===== src/rtl/uart_tx_arbiter.sv =====
// Round-robin arbiter: frames one client burst as header word + len data words into a TX buffer.
// Latency: grant one edge after request seen in IDLE; header next cycle, then one beat per cycle.
// Backpressure: full_i freezes state/counter/data and suppresses write_o and ack_o in that cycle.
module uart_tx_arbiter #(
   parameter int         N_CLIENTS = 4,
   parameter logic [7:0] SYNC_BYTE = 8'hA5
) (
   input  logic         clock_i,
   input  logic         reset_i,
   input  logic [3:0]   req_i,
   input  logic [31:0]  len_i,
   input  logic [127:0] cdata_i,
   output logic [3:0]   ack_o,
   output logic [3:0]   grant_o,
   output logic         busy_o,
   input  logic         full_i,
   output logic         write_o,
   output logic [31:0]  data_o
);

   localparam int ID_W = $clog2(N_CLIENTS);

   typedef enum logic [1:0] {
      S_IDLE   = 2'd0,
      S_HEADER = 2'd1,
      S_BURST  = 2'd2
   } state_t;

   state_t          r_state;
   logic [ID_W-1:0] r_id;
   logic [ID_W-1:0] r_rr_ptr;
   logic [7:0]      r_len;
   logic [7:0]      r_cnt;

   logic            w_busy;
   logic            w_write;
   logic            w_last;
   logic            w_found;
   logic [ID_W-1:0] w_pick;
   logic [ID_W-1:0] w_cand;
   logic [3:0]      w_owner_oh;

   assign w_busy     = (r_state != S_IDLE);
   assign w_write    = w_busy & ~full_i;
   assign w_last     = (r_cnt == (r_len - 8'd1));
   assign w_owner_oh = 4'b0001 << r_id;

   assign busy_o  = w_busy;
   assign write_o = w_write;
   assign grant_o = w_busy ? w_owner_oh : 4'b0000;
   assign ack_o   = ((r_state == S_BURST) && w_write) ? w_owner_oh : 4'b0000;

   // Pick the first requester at or after the round-robin pointer, wrapping upward
   always_comb begin
      w_found = 1'b0;
      w_pick  = r_rr_ptr;
      w_cand  = r_rr_ptr;
      for (int i = 0; i < N_CLIENTS; i++) begin
         w_cand = r_rr_ptr + ID_W'(i);
         if (!w_found && req_i[w_cand]) begin
            w_found = 1'b1;
            w_pick  = w_cand;
         end
      end
   end

   // Word presented to the buffer: header, owner's data slice, or zero when idle
   always_comb begin
      data_o = 32'h0;
      case (r_state)
         S_HEADER: data_o = {SYNC_BYTE, {(8 - ID_W){1'b0}}, r_id, 8'h00, r_len};
         S_BURST:  data_o = cdata_i[{r_id, 5'b00000} +: 32];
         default:  data_o = 32'h0;
      endcase
   end

   // Framing FSM: arbitrate in IDLE, send header, stream beats, advance pointer on exit
   always_ff @(posedge clock_i or posedge reset_i) begin
      if (reset_i) begin
         r_state  <= S_IDLE;
         r_id     <= '0;
         r_rr_ptr <= '0;
         r_len    <= 8'h00;
         r_cnt    <= 8'h00;
      end else begin
         case (r_state)
            S_IDLE: begin
               if (w_found) begin
                  r_id    <= w_pick;
                  r_len   <= len_i[{w_pick, 3'b000} +: 8];
                  r_state <= S_HEADER;
               end
            end
            S_HEADER: begin
               if (w_write) begin
                  r_cnt <= 8'h00;
                  if (r_len != 8'h00) begin
                     r_state <= S_BURST;
                  end else begin
                     r_state  <= S_IDLE;
                     r_rr_ptr <= r_id + 1'b1;
                  end
               end
            end
            S_BURST: begin
               if (w_write) begin
                  if (w_last) begin
                     r_state  <= S_IDLE;
                     r_rr_ptr <= r_id + 1'b1;
                  end else begin
                     r_cnt <= r_cnt + 8'd1;
                  end
               end
            end
            default: r_state <= S_IDLE;
         endcase
      end
   end

endmodule


===== config.mk =====
export PLATFORM = sky130hd
export DESIGN_NAME = uart_tx_arbiter
export DESIGN_NICKNAME = d
export VERILOG_FILES = /design/src/rtl/uart_tx_arbiter.sv
export SDC_FILE = /design/constraint.sdc
export NUM_CORES = 1
export LEC_CHECK = 0
export CAP_MARGIN = 20
export CORE_MARGIN = 5
export CORE_UTILIZATION = 36
export DETAILED_ROUTE_END_ITERATION = 10
export GPL_TIMING_DRIVEN = 1
export HOLD_SLACK_MARGIN = 0.03
export PLACE_DENSITY = 0.9
export SYNTH_ARGS = -nofsm -noshare
export SYNTH_HDL_FRONTEND = slang
export SYNTH_SLANG_ARGS = --single-unit

===== constraint.sdc =====
create_clock -name clock_i -period 3.3 [get_ports clock_i]
set_input_delay 0.66 -clock clock_i [delete_from_list [all_inputs] [get_ports clock_i]]
set_output_delay 0.66 -clock clock_i [all_outputs]
set_load 0.02 [all_outputs]

==> flow_metrics.py <==
metrics = {
    "die": {
        "rows": 32,
        "core-area_um2": 7810,
        "die_height_um": 100,
        "ios": 209,
        "start_util_pct": 37.5,
        "die-area_um2": 10000,
        "fp.dieW_um": 100,
    },
    "cells_and_area": {
        "drive_gt1_share_pct": 13.0,
        "stdcell_count": 602,
        "final_util_pct": 66.5,
        "nNetsFinal": 677,
        "antennaDiodeCount": 0,
        "area_growth_pct": 77.5,
    },
    "clock_tree": {
        "post-cts-setup-buffer-count": 0,
        "cts_max_level": 1,
        "path_clk_slew_ns": 0.09,
        "tritoncts_num_sinks": 22,
        "cts_tree": "built",
        "clk_path_buf_depth": 2,
        "clk_latency_ns": 0.27,
        "cts_hold_buf": 0,
        "cts_buffers": 3,
        "clock-root-buffer": "clkbuf_8",
        "post_cts_resized": 0,
    },
    "timing": {
        "finalCritPeriodShare_pct": 96.5,
        "setup_viol": 0,
        "post-route-min-period_ns": 3.19,
        "max_freq_mhz": 314,
        "slew_viol_final": 0,
        "setup_ws_ns": 0.114,
        "max_slew.worst_pin.slew_ns": 1.09,
        "holdWs_ns": 0.566,
        "relSlewSlack_pct": 27.4,
        "clock-skew-final_ns": 0.00741,
        "tns_ns": 0,
        "hold_violations": 0,
        "rsz0062_at_grt": "no",
    },
    "logic_synthesis": {
        "synth_xor_area_share_pct": 2.69,
        "yosys-top-cells-area": "mux4_2, dfrtp_1, mux2i_1",
        "synthTopCellsByCount": "mux4_2, nand2_1, dfrtp_1",
        "synth_edf_count": 0,
        "synthFlopType": "dfrtp_1",
        "synth-async-reset-ratio_pct": 100,
        "synth_top_family_by_area": "multiplexers",
        "seq_area_frac_synth_pct": 18.8,
        "yosysTopAreaCell": "mux4_2",
        "synthSimpleGateAreaFrac_pct": 17.8,
        "synth_area_um2": 2930,
        "synth_most_common_cell": "mux4_2",
        "synthAdderAreaFrac_pct": 3.85,
        "synthMuxAreaShare_pct": 34.9,
        "syn_nets": 480,
        "ys_ff_latch": 22,
        "syn_area_per_cell_um2": 9.62,
        "netlist.area_leader.share_pct": 23.1,
        "yosys_warnings": 0,
        "ys_types": 51,
        "syn_inst": 304,
        "synth-compound-area-share_pct": 16.7,
    },
    "min_path": {
        "hold_path_class": "flip-flop to flip-flop",
    },
    "global_routing": {
        "use_met3_pct": 5.98,
        "grt_pass1_vias": 3597,
        "gr-usage-met2_pct": 43.0,
        "grtUsageTotal_pct": 23.0,
        "grt_pass1_wl_um": 18200,
        "grt_max_degree": 23,
        "grt.busiest_layer": "met2",
        "gr-usage-met1_pct": 25.6,
        "antenna_found_initial": 0,
        "gr-total-overflow": 0,
    },
    "drt": {
        "wl_per_cell_um": 19.7,
        "wl_um": 11900,
        "first_pass_iters": 4,
        "drt_iter0_drc": 157,
        "drc_errors": 0,
        "vias": 3313,
        "viasPerCell": 5.50,
        "antenna_left": 0,
    },
    "setup_path": {
        "start_kind": "flip-flop",
        "required_ns": 2.64,
        "critPathMaxFanout": 10,
        "endpoint": "data_o[5]",
        "worstPathArrival_ns": 2.53,
        "r2r_end": "r_state[0]$_DFFE_PP0P_",
        "cp-end-kind": "output port",
        "r2r_slack_ns": 0.63,
        "critPathLaunch": "r_state[0]$_DFFE_PP0P_",
        "cp_cell_sequence": "inv_1 -> ha_1 -> and2_1 -> a22o_1 -> clkdlybuf4s50_1",
        "max_stage_delay_ns": 0.64,
        "worst_path_max_delay_cell": "clkdlybuf4s50_1",
        "ff2ff_path_depth": 8,
        "critical_path_class": "flip-flop to output port",
        "regToRegStartpoint": "r_len[0]$_DFFE_PP0P_",
    },
    "job": {
        "drv_cap": 0,
    },
    "power": {
        "ir_drop_mv": 0.331,
        "power.leakage_nw": 2.01,
        "p_per_area_nw_per_um2": 689,
    },
    "place": {
        "gp_congestion": 0.930,
        "io_buffers": 208,
        "place_inst": 598,
        "pre_cts_ws_ns": 0.238,
        "place_hpwl_um": 10200,
    },
    "outcome": {
        "status": "finished, final reports clean",
    },
}
-- state kept, by name (all words and copies together) (netlist names) --
| name | flops |
|---|---|
| r_cnt | 8 |
| r_id | 2 |
| r_len | 8 |
| r_rr_ptr | 2 |
| r_state | 2 |
-- metal layers --
metal	up-vias	wire length, um
met4	0	314
met5	-	0
met1	1593	4240
met2	147	6380
li1	1549	-
met3	24	944
-- power by group --
group	leakage [nW]	total [mW]	switching, mW	internal, mW
clock	0.0357	0.261	0.0982	0.162
combinational	1.70	2.79	1.38	1.42
sequential	0.277	0.521	0.147	0.374
total	2.01	3.58	1.62	1.95
-- worst min path at each step --
stage                                        from                      end  slack, ns  cells after the start
after floorplan           r_rr_ptr[0]$_DFFE_PP0P_  r_rr_ptr[0]$_DFFE_PP0P_       0.51                      1
after global placement    r_rr_ptr[0]$_DFFE_PP0P_  r_rr_ptr[0]$_DFFE_PP0P_       0.54                      1
after detailed placement     r_cnt[7]$_DFFE_PP0P_     r_cnt[7]$_DFFE_PP0P_       0.55                      2
after CTS                    r_cnt[7]$_DFFE_PP0P_     r_cnt[7]$_DFFE_PP0P_       0.57                      2
after global routing      r_rr_ptr[0]$_DFFE_PP0P_  r_rr_ptr[0]$_DFFE_PP0P_       0.62                      1
final                        r_cnt[7]$_DFFE_PP0P_     r_cnt[7]$_DFFE_PP0P_       0.57                      2
-- layout make-up --
class / instances / area, um^2
multi-input cells: 243 / 2240
repair buffers: 218 / 2160
clock buffers: 3 / 41.3
fillers: 606 / 2620
well taps: 102 / 128
inverters: 13 / 48.8
clock inverters: 1 / 30.0
flip-flops and latches: 22 / 552
-- critical path, delay by kind of cell, from the launching register on --
| family | cells | cell delay (ns) |
|---|---|---|
| compound gates | 1 | 0.21 |
| fa+ha+maj | 1 | 0.46 |
| buf+inv | 2 | 0.73 |
| flops | 1 | 0.40 |
| simple gates | 1 | 0.46 |
-- through the flow --
step | total power, mW | instance area (um^2)
2_1_floorplan | 2.33 | 2930
3_3_place_gp | 3.25 | 5120
3_5_place_dp | 3.34 | 5120
4_1_cts | 3.60 | 5190
5_1_grt | 3.85 | 5190
6_report | 3.58 | 5190
-- cells in the final DEF (no fill, tap or decap), types with 11 or more instances in the layout --
cell type	synthesis	final
nor2b_1	11	11
a21oi_1	15	15
mux2i_1	21	21
clkdlybuf4s50_1	0	208
dfrtp_1	22	21
inv_1	13	13
o21ai_0	13	13
nand2_1	23	23
and2_1	21	21
mux4_2	30	30
-- logic make-up (layout without fill, tap and decap cells) --
| kind of cell | after synthesis | count (layout) |
|---|---|---|
| muxes | 63 | 63 |
| AOI/OAI and AO/OA | 67 | 67 |
| DFF | 22 | 22 |
| adders and majority gates | 9 | 9 |
| buffers and inverters | 39 | 235 |
| xor gates and xnor gates | 9 | 9 |
| and+or+nand+nor | 95 | 95 |
(Power assumes the default switching activity.)
